<file path="src/rtl/fanin_pkg.sv">
// rtl/fanin_pkg.sv - shared types and helpers for the fan-in merge arbiter
package fanin_pkg;

    typedef enum logic {
        IDLE   = 1'b0,
        LOCKED = 1'b1
    } fanin_state_t;

    localparam int MAX_FANIN = 16;
    localparam int MAX_IDX_W = $clog2(MAX_FANIN);

    // Next round-robin start position after index idx, wrapping at n
    function automatic logic [MAX_IDX_W-1:0] rr_next(input logic [MAX_IDX_W-1:0] idx,
                                                     input int n);
        if (int'(idx) >= n - 1) begin
            return '0;
        end
        return idx + 1'b1;
    endfunction

endpackage

</file>
<file path="src/rtl/rr_arbiter.sv">
// rtl/rr_arbiter.sv - combinational round-robin arbiter, search from ptr with wrap
module rr_arbiter #(
    parameter int N     = 6,
    parameter int IDX_W = $clog2(N)
) (
    input  logic [N-1:0]     req,
    input  logic [IDX_W-1:0] ptr,
    input  logic             en,
    output logic [N-1:0]     gnt,
    output logic [IDX_W-1:0] gnt_idx
);

    logic found;
    int   pos;

    // First requester found walking upward from ptr, modulo N, wins
    always_comb begin
        gnt     = '0;
        gnt_idx = '0;
        found   = 1'b0;
        pos     = 0;
        for (int k = 0; k < N; k++) begin
            pos = int'(ptr) + k;
            if (pos >= N) begin
                pos = pos - N;
            end
            if (en && !found && req[pos]) begin
                found      = 1'b1;
                gnt[pos]   = 1'b1;
                gnt_idx    = IDX_W'(pos);
            end
        end
    end

endmodule

</file>
<file path="src/rtl/fanin_merge_arbiter.sv">
// rtl/fanin_merge_arbiter.sv - merges NUM_IN streams into one registered output
module fanin_merge_arbiter
    import fanin_pkg::*;
#(
    parameter int NUM_IN = 6,
    parameter int DATA_W = 16,
    parameter int SRC_W  = 3
) (
    input  logic                     clk,
    input  logic                     rst_n,
    input  logic                     clr,
    input  logic [NUM_IN-1:0]        cfg_en,
    input  logic                     cfg_lock,
    input  logic [NUM_IN-1:0]        in_valid,
    output logic [NUM_IN-1:0]        in_ready,
    input  logic [NUM_IN*DATA_W-1:0] in_data,
    input  logic [NUM_IN-1:0]        in_last,
    output logic                     out_valid,
    input  logic                     out_ready,
    output logic [DATA_W-1:0]        out_data,
    output logic                     out_last,
    output logic [SRC_W-1:0]         out_src
);

    localparam int IDX_W = $clog2(NUM_IN);

    fanin_state_t      state_q, state_d;
    logic [IDX_W-1:0]  rr_ptr_q, rr_ptr_d;
    logic [IDX_W-1:0]  lock_idx_q, lock_idx_d;
    logic              out_valid_q, out_valid_d;
    logic [DATA_W-1:0] out_data_q, out_data_d;
    logic              out_last_q, out_last_d;
    logic [SRC_W-1:0]  out_src_q, out_src_d;

    logic [NUM_IN-1:0] req, req_arb, lock_mask, gnt;
    logic [IDX_W-1:0]  gnt_idx;
    logic              load, arb_en, lock_active, xfer;

    // Lock only pins the grant while its owner stays enabled; disabling it abandons the packet
    assign req         = in_valid & cfg_en;
    assign lock_active = (state_q == LOCKED) && cfg_en[lock_idx_q];
    assign lock_mask   = lock_active ? (NUM_IN'(1) << lock_idx_q) : '1;
    assign req_arb     = req & lock_mask;
    assign load        = ~out_valid_q | out_ready;
    assign arb_en      = rst_n & ~clr & load;

    rr_arbiter #(.N(NUM_IN), .IDX_W(IDX_W)) u_arb (
        .req     (req_arb),
        .ptr     (rr_ptr_q),
        .en      (arb_en),
        .gnt     (gnt),
        .gnt_idx (gnt_idx)
    );

    // A grant bit is only ever raised on a valid, enabled input, so any grant is a transfer
    assign in_ready = gnt;
    assign xfer     = |gnt;

    // Next-state: output register capture, pointer advance and packet-lock tracking
    always_comb begin
        state_d     = state_q;
        rr_ptr_d    = rr_ptr_q;
        lock_idx_d  = lock_idx_q;
        out_valid_d = out_valid_q;
        out_data_d  = out_data_q;
        out_last_d  = out_last_q;
        out_src_d   = out_src_q;
        if (clr) begin
            state_d     = IDLE;
            rr_ptr_d    = '0;
            lock_idx_d  = '0;
            out_valid_d = 1'b0;
            out_data_d  = '0;
            out_last_d  = 1'b0;
            out_src_d   = '0;
        end else begin
            if (load) begin
                out_valid_d = xfer;
                if (xfer) begin
                    out_data_d = in_data[int'(gnt_idx)*DATA_W +: DATA_W];
                    out_last_d = in_last[gnt_idx];
                    out_src_d  = SRC_W'(gnt_idx);
                    rr_ptr_d   = IDX_W'(rr_next(MAX_IDX_W'(gnt_idx), NUM_IN));
                    lock_idx_d = gnt_idx;
                end
            end
            if (xfer) begin
                state_d = (cfg_lock && !in_last[gnt_idx]) ? LOCKED : IDLE;
            end else if (!cfg_lock || !lock_active) begin
                state_d = IDLE;
            end
        end
    end

    // State registers with asynchronous reset
    always_ff @(posedge clk or negedge rst_n) begin
        if (!rst_n) begin
            state_q     <= IDLE;
            rr_ptr_q    <= '0;
            lock_idx_q  <= '0;
            out_valid_q <= 1'b0;
            out_data_q  <= '0;
            out_last_q  <= 1'b0;
            out_src_q   <= '0;
        end else begin
            state_q     <= state_d;
            rr_ptr_q    <= rr_ptr_d;
            lock_idx_q  <= lock_idx_d;
            out_valid_q <= out_valid_d;
            out_data_q  <= out_data_d;
            out_last_q  <= out_last_d;
            out_src_q   <= out_src_d;
        end
    end

    assign out_valid = out_valid_q;
    assign out_data  = out_data_q;
    assign out_last  = out_last_q;
    assign out_src   = out_src_q;

endmodule

</file>
<file path="config.mk">
export PLATFORM = sky130hd
export DESIGN_NAME = fanin_merge_arbiter
export DESIGN_NICKNAME = d
export VERILOG_FILES = /design/src/rtl/fanin_pkg.sv /design/src/rtl/rr_arbiter.sv /design/src/rtl/fanin_merge_arbiter.sv
export SDC_FILE = /design/constraint.sdc
export NUM_CORES = 1
export LEC_CHECK = 0
export ABC_AREA = 1
export CORE_AREA = 2 2 94 96
export CTS_CLUSTER_DIAMETER = 40
export DETAILED_ROUTE_END_ITERATION = 16
export DIE_AREA = 0 0 96 98
export PLACE_DENSITY = 0.89
export SLEW_MARGIN = 20
export SYNTH_ARGS = -nofsm -noshare
export SYNTH_HDL_FRONTEND = slang
export SYNTH_SLANG_ARGS = --single-unit
</file>
<file path="constraint.sdc">
create_clock -name clk -period 5.6 [get_ports clk]
set_input_delay 0.56 -clock clk [delete_from_list [all_inputs] [get_ports clk]]
set_output_delay 0.56 -clock clk [all_outputs]
set_load 0.05 [all_outputs]
</file>
==> results of run 1 <==
-- sequential cells by signal, indices dropped and copies added (netlist names) --
register   cells
out_data      16
out_last       1
out_src        3
out_valid      1
rr_ptr_q       3
state_q        1
-- power by group --
| part | switching (mW) | internal [mW] |
|---|---|---|
| logic | 2.56 | 1.11 |
| clock network | 0.0629 | 0.0505 |
| registers | 0.0686 | 0.253 |
| total | 2.69 | 1.41 |
-- metrics by stage --
stage / utilization [%] / cell area, sq um / setup WS [ns]
after detailed placement: 65.7 / 5560 / 1.07
after CTS: 66.3 / 5610 / 0.763
after floorplan: - / 4080 / 1.69
final: 66.3 / 5610 / 0.744
after global placement: 65.7 / 5560 / 1.20
after global routing: 66.3 / 5610 / 0.428
-- cells in the final DEF (no fill, tap or decap), types with 4 or more instances in the layout --
master,synthesis,layout
nor2_4,4,4
buf_4,6,9
ha_1,21,21
nor2_2,7,7
dfrtp_1,25,25
nand4_1,5,5
o21ai_2,4,4
o21ai_1,8,8
inv_1,55,55
inv_2,16,16
a21oi_1,7,7
nand3_1,134,134
nand2_2,10,10
nor3_1,7,7
clkdlybuf4s50_1,0,145
nand2_1,310,310
nor2_1,45,45
-- layer usage --
| layer | up-vias | routed length, um | part of all wire [%] |
|---|---|---|---|
| met5 | - | 0 | 0 |
| met4 | 0 | 1000 | 6.5 |
| met3 | 62 | 1030 | 6.7 |
| met2 | 272 | 7470 | 49 |
| met1 | 2311 | 5830 | 38 |
| li1 | 2573 | - | - |
-- worst max-delay path: stages (launching register included) --
cell             delay [ns]
dfrtp_1                0.54
inv_1                  0.19
ha_1                   0.54
inv_2                  0.13
ha_1                   0.33
o21ai_2                0.28
inv_2                  0.04
nor2_1                 0.16
nand3_1                0.11
o21ai_2                0.10
nor2_2                 0.09
nor2_4                 0.21
nand2_2                0.12
nor2_1                 0.14
nand2_1                0.07
nand3_1                0.14
clkdlybuf4s50_1        0.83
-- layout make-up --
| cell class | count | share of cell area (%) |
|---|---|---|
| Timing Repair Buffer | 154 | 27.1 |
| Multi-Input combinational cell | 600 | 53.6 |
| Sequential cell | 25 | 11.2 |
| Inverter | 72 | 4.86 |
| Clock inverter | 1 | 0.134 |
| Tap cell | 108 | 2.41 |
| Clock buffer | 3 | 0.736 |
-- cells by family (layout without fill, tap and decap cells) --
logic type | Yosys count | after routing | synth area share, %
AO/OA/AOI/OAI | 35 | 35 | 6.04
buffers and inverters | 98 | 230 | 10.9
adder cells (fa/ha/maj) | 21 | 21 | 6.44
flip-flops | 25 | 25 | 15.3
XOR/XNOR | 6 | 6 | 1.93
AND/OR/NAND/NOR | 538 | 538 | 59.3
-- path summary, 6_finish.rpt --
path,startpoint,end,slack [ns]
worst max-delay path,rr_ptr_q[1]$_DFFE_PN0P_,in_ready[1],0.74
worst min-delay path,out_data[12]$_DFFE_PN0P_,out_data[12]$_DFFE_PN0P_,0.49
worst max register to register,rr_ptr_q[1]$_DFFE_PN0P_,rr_ptr_q[2]$_DFFE_PN0P_,1.21
worst min register to register,out_data[12]$_DFFE_PN0P_,out_data[12]$_DFFE_PN0P_,0.49
max in group asynchronous,rst_n,out_data[13]$_DFFE_PN0P_,4.70
min in group asynchronous,rst_n,out_data[10]$_DFFE_PN0P_,0.64
==> results.md, run 1 <==
* Synthesized cell area at around 4100 sq um
* Top cells by area, synth: nand2_1, nand3_1, dfrtp_1, ha_1, inv_1
* Net Count, Synth at 863
* Initial DRC count at roughly 280
* Clock Path Buffers at 2
* Clk_lat worst skew at about 0.27 ns
* Fillers at 782
* Sequential-to-total area share from yosys stat at 15.3%
* # rows at 34
* Largest area contributor in the netlist: nand2_1
* Core Box Area at 8470 sq um
* CTS Hold Bufs at 0
* Detailed-placement wirelength estimate at 12400 um
* Final hold slack at 0.489 ns
* VDD IR max at 0.391 mV
* Initial core utilization at 48.2%
* Post-CTS Repair Setup Buffers at 0
* Worst reg2reg path depth at 19
* Final Wtd Congestion at ~0.97
* Non-Filler Instances at just under 1000
* Avg Cell Area, Syn at 5.65 sq um
* Fmax at 0.206 GHz
* Top-count cell post-synth: nand2_1
* Hold Path Depth at 2
* Fin Clk Skew at 0.00616 ns
* Post-synth top cells: nand2_1, nand3_1, inv_1
* Layout cells sized above 1 at 8.77%
* Relative slew slack at 45.6%
* Synth Register Bits at 25
* Worst Hold Class: register to register
* WP data required at around 5.0 ns
* Slew @ Worst Pin at slightly above 0.8 ns
* Worst setup SP type: register
* Status: complete, no violations
* Die W at ~96 um
* Met2 Use GR at 56.2%
* RSZ-0062 raised after global routing: false
* Synth Flop Type: dfrtp_1
* Synth Instances at 723
* Final Hold Fails at 0
* Total Routed Length at 15300 um
* GRT busiest layer: met2
* Global-route wire length before repair at approximately 24000 um
* Final period utilization at 86.7%
* Gr usage total at 32.3%
* Pwr Total at around 4 mW
* Remaining DRCs at 0
* Yosys top cell area share at 28.5%
* Port Buffers at 145
* Tmin final at just under 5 ns
* CTS Buf Count at 3
* Largest net degree at the start of global routing at 57
* Reg area at between 600 and 700 sq um
* Routing usage on met3 at 5.17%
* Initial DRT Pass Iterations at 5
* Grt ovf at 0
* Crit Path Category: register to primary output
* Multi-input gate area at 3010 sq um
* Clk slew on worst S/H paths at 0.10 ns
* Leakage at 2.90 nW
* Vias in the first global route at 5094
* Drt wl/cell at around 16 um
* YS warnings at 0
* Final nets at 996
* Placed Cells at approximately 960
* Synth async-reset ratio at 100%
* Antenna violations before repair at 0
* CTS H-tree depth at 1
* DR vias at 5218
* PwrDens at 731 nW/um^2
* Met1 usage at 36.7%
* Layout overhead on the synthesized area at 37.5%
* Clock Sinks at 25
* Boundary Pins at between 100 and 150
* Post_cts resized at 0
* CP arrival at 4.30 ns
* Number of flops mapped to enable cells by yosys at 0
* MaxCap Viol Count at 0
* CTS root buf: clkbuf_8
* CP max FO at 10
* Die Ht at 98 um
* CTS tree: yes
* DR vias/cell at 5.42
* Die Footprint at 9410 sq um
* TNS Setup at 0 ns
* Final max-slew violation count at 0
* Antenna fix cells at 0
* CP endpoint kind: primary output
* Distinct cell type count after synthesis at 46
* Final antenna-violating net count at 0
* Final setup violation count at 0
No activity file was read; power rests on OpenSTA's default activity.
==> run 2, diff against run 1 <==
- CELL_PAD_IN_SITES_DETAIL_PLACEMENT: unset -> 0
- CELL_PAD_IN_SITES_GLOBAL_PLACEMENT: unset -> 1
- CORE_AREA: 2 2 94 96 -> 2 2 115 117
- DIE_AREA: 0 0 96 98 -> 0 0 117 119
- PLACE_DENSITY: 0.89 -> 0.9
==> run 2 against run 1 <==
Against the previous run: flip-flop and latch count did not move; highest routed layer unchanged; largest cell class unchanged; maximum frequency rose by 1.2%; critical endpoint is now in_ready[5]; global-route usage fell by 11 points; critical path depth did not move; sequential share of layout area fell by 0.20 points.
==> results.md, run 2 (same netlist as run 1, synthesis figures left out) <==
* Port Buffers at about 150
* Layout cells sized above 1 at 8.44%
* Final Hold Fails at 0
* Reg area at 626 sq um
* Total Routed Length at 14800 um
* Post-CTS Repair Setup Buffers at 0
* CTS tree: yes
* Detailed-placement wirelength estimate at approximately 12000 um
* Global-route wire length before repair at around 24000 um
* Grt ovf at 0
* CTS H-tree depth at 1
* DR vias at around 5000
* Worst setup SP type: register
* Fin Clk Skew at 0.00328 ns
* Final Wtd Congestion at 0.953
* WP data required at 5.04 ns
* Final max-slew violation count at 0
* Die Ht at approximately 120 um
* Clk slew on worst S/H paths at 0.06 ns
* Initial DRC count at 308
* # rows at 42
* Commonest non-fill, non-tap cell in the layout: nand2_1
* Core Box Area at between 10000 and 15000 sq um
* Vias in the first global route at between 4000 and 5000
* Most frequent cells in the layout: nand2_1, clkdlybuf4s50_1, nand3_1
* Slew @ Worst Pin at 0.860 ns
* Boundary Pins at 146
* CP max FO at 10
* Fmax at 0.208 GHz
* CTS Hold Bufs at 0
* Multi-input gate area at around 3000 sq um
* Clk_lat worst skew at 0.25 ns
* CP endpoint kind: primary output
* Antenna fix cells at 0
* CP arrival at roughly 4.2 ns
* Drt wl/cell at ~14 um
* Fillers at 1442
* RSZ-0062 raised after global routing: false
* VDD IR max at 0.222 mV
* Layout overhead on the synthesized area at 39.9%
* TNS Setup at 0 ns
* R2R setup slack at 1.19 ns
* PwrDens at slightly above 700 nW/um^2
* Tmin final at 4.80 ns
* MaxCap Viol Count at 0
* DR vias/cell at 4.77
* Post_cts resized at 0
* Clock Path Buffers at 2
* Crit Path Category: register to primary output
* Status: complete, no violations
* Final nets at 994
* Die Footprint at between 10000 and 15000 sq um
* Die W at 117 um
* Gr usage total at 21.4%
* Final period utilization at between 80% and 90%
* Worst Hold Class: register to register
* CTS Buf Count at 3
* Initial DRT Pass Iterations at 4
* Initial core utilization at 31.7%
* Clock Sinks at 25
* Leakage at about 2.9 nW
* Relative slew slack at ~42%
* Antenna violations before repair at 0
* Final antenna-violating net count at 0
* CTS root buf: clkbuf_16
* Largest register FFs at 16
* Final hold slack at roughly 0.48 ns
* Largest net degree at the start of global routing at 57
* Remaining DRCs at 0
* Final setup violation count at 0
-- run 2: per-stage QoR --
| step | cell area, sq um | instances | util [%] | setup WS [ns] | total power, mW |
|---|---|---|---|---|---|
| finish | 5710 | 1029 | 44.4 | 0.803 | 4.05 |
| global route | 5710 | 1029 | 44.4 | 0.456 | 4.51 |
| CTS | 5710 | 1029 | 44.4 | 0.789 | 4.09 |
| detailed placement | 5630 | 1025 | 43.7 | 1.07 | 3.92 |
| global placement | 5630 | 1025 | 43.7 | 1.20 | 3.90 |
| floorplan | 4080 | 723 | - | 1.69 | 3.09 |
-- run 2: final timing paths --
kind,startpoint,cells after the start,end
worst max-delay path,rr_ptr_q[1]$_DFFE_PN0P_,16,in_ready[5]
worst min-delay path,out_data[13]$_DFFE_PN0P_,2,out_data[13]$_DFFE_PN0P_
worst max register to register,rr_ptr_q[1]$_DFFE_PN0P_,23,out_data[13]$_DFFE_PN0P_
worst min register to register,out_data[13]$_DFFE_PN0P_,2,out_data[13]$_DFFE_PN0P_
max in group asynchronous,rst_n,2,out_src[0]$_DFFE_PN0P_
min in group asynchronous,rst_n,2,out_src[1]$_DFFE_PN0P_
-- run 2: final cells by class --
type                       count  area share [%]
clock buffer                   4            1.38
inverter                      72            4.78
multi-input combinational    600            52.7
sequential                    25            11.0
tap                          176            3.86
timing repair buffer         152            26.3
-- run 2: layer usage --
layer  GRT usage [%]  part of all wire [%]
met5               0                     0
met4            1.91                  0.55
met3            4.27                   6.4
met2            39.8                    51
met1            25.9                    42
-- run 2: worst max-delay path: stages (launching register included) --
cell	delay, ns
dfrtp_1	0.53
inv_1	0.20
ha_1	0.53
inv_2	0.13
ha_1	0.32
o21ai_2	0.27
inv_2	0.04
nor2_1	0.17
nand3_1	0.11
o21ai_2	0.10
inv_2	0.04
nand2_1	0.13
nand4_4	0.12
nor2_4	0.22
nand3_1	0.11
nand3_1	0.14
clkdlybuf4s50_1	0.81
-- run 2: report_power, final --
part	switching, mW	internal [mW]	total [mW]
combinational	2.47	1.10	3.57
sequential	0.0723	0.253	0.325
clock	0.0601	0.0972	0.157
total	2.61	1.45	4.05
==> run 3, diff against run 2 <==
- HOLD_SLACK_MARGIN: unset -> 0.03
==> results of run 3 <==
No change in the layout: final DEF, timing and power equal those of run 2.
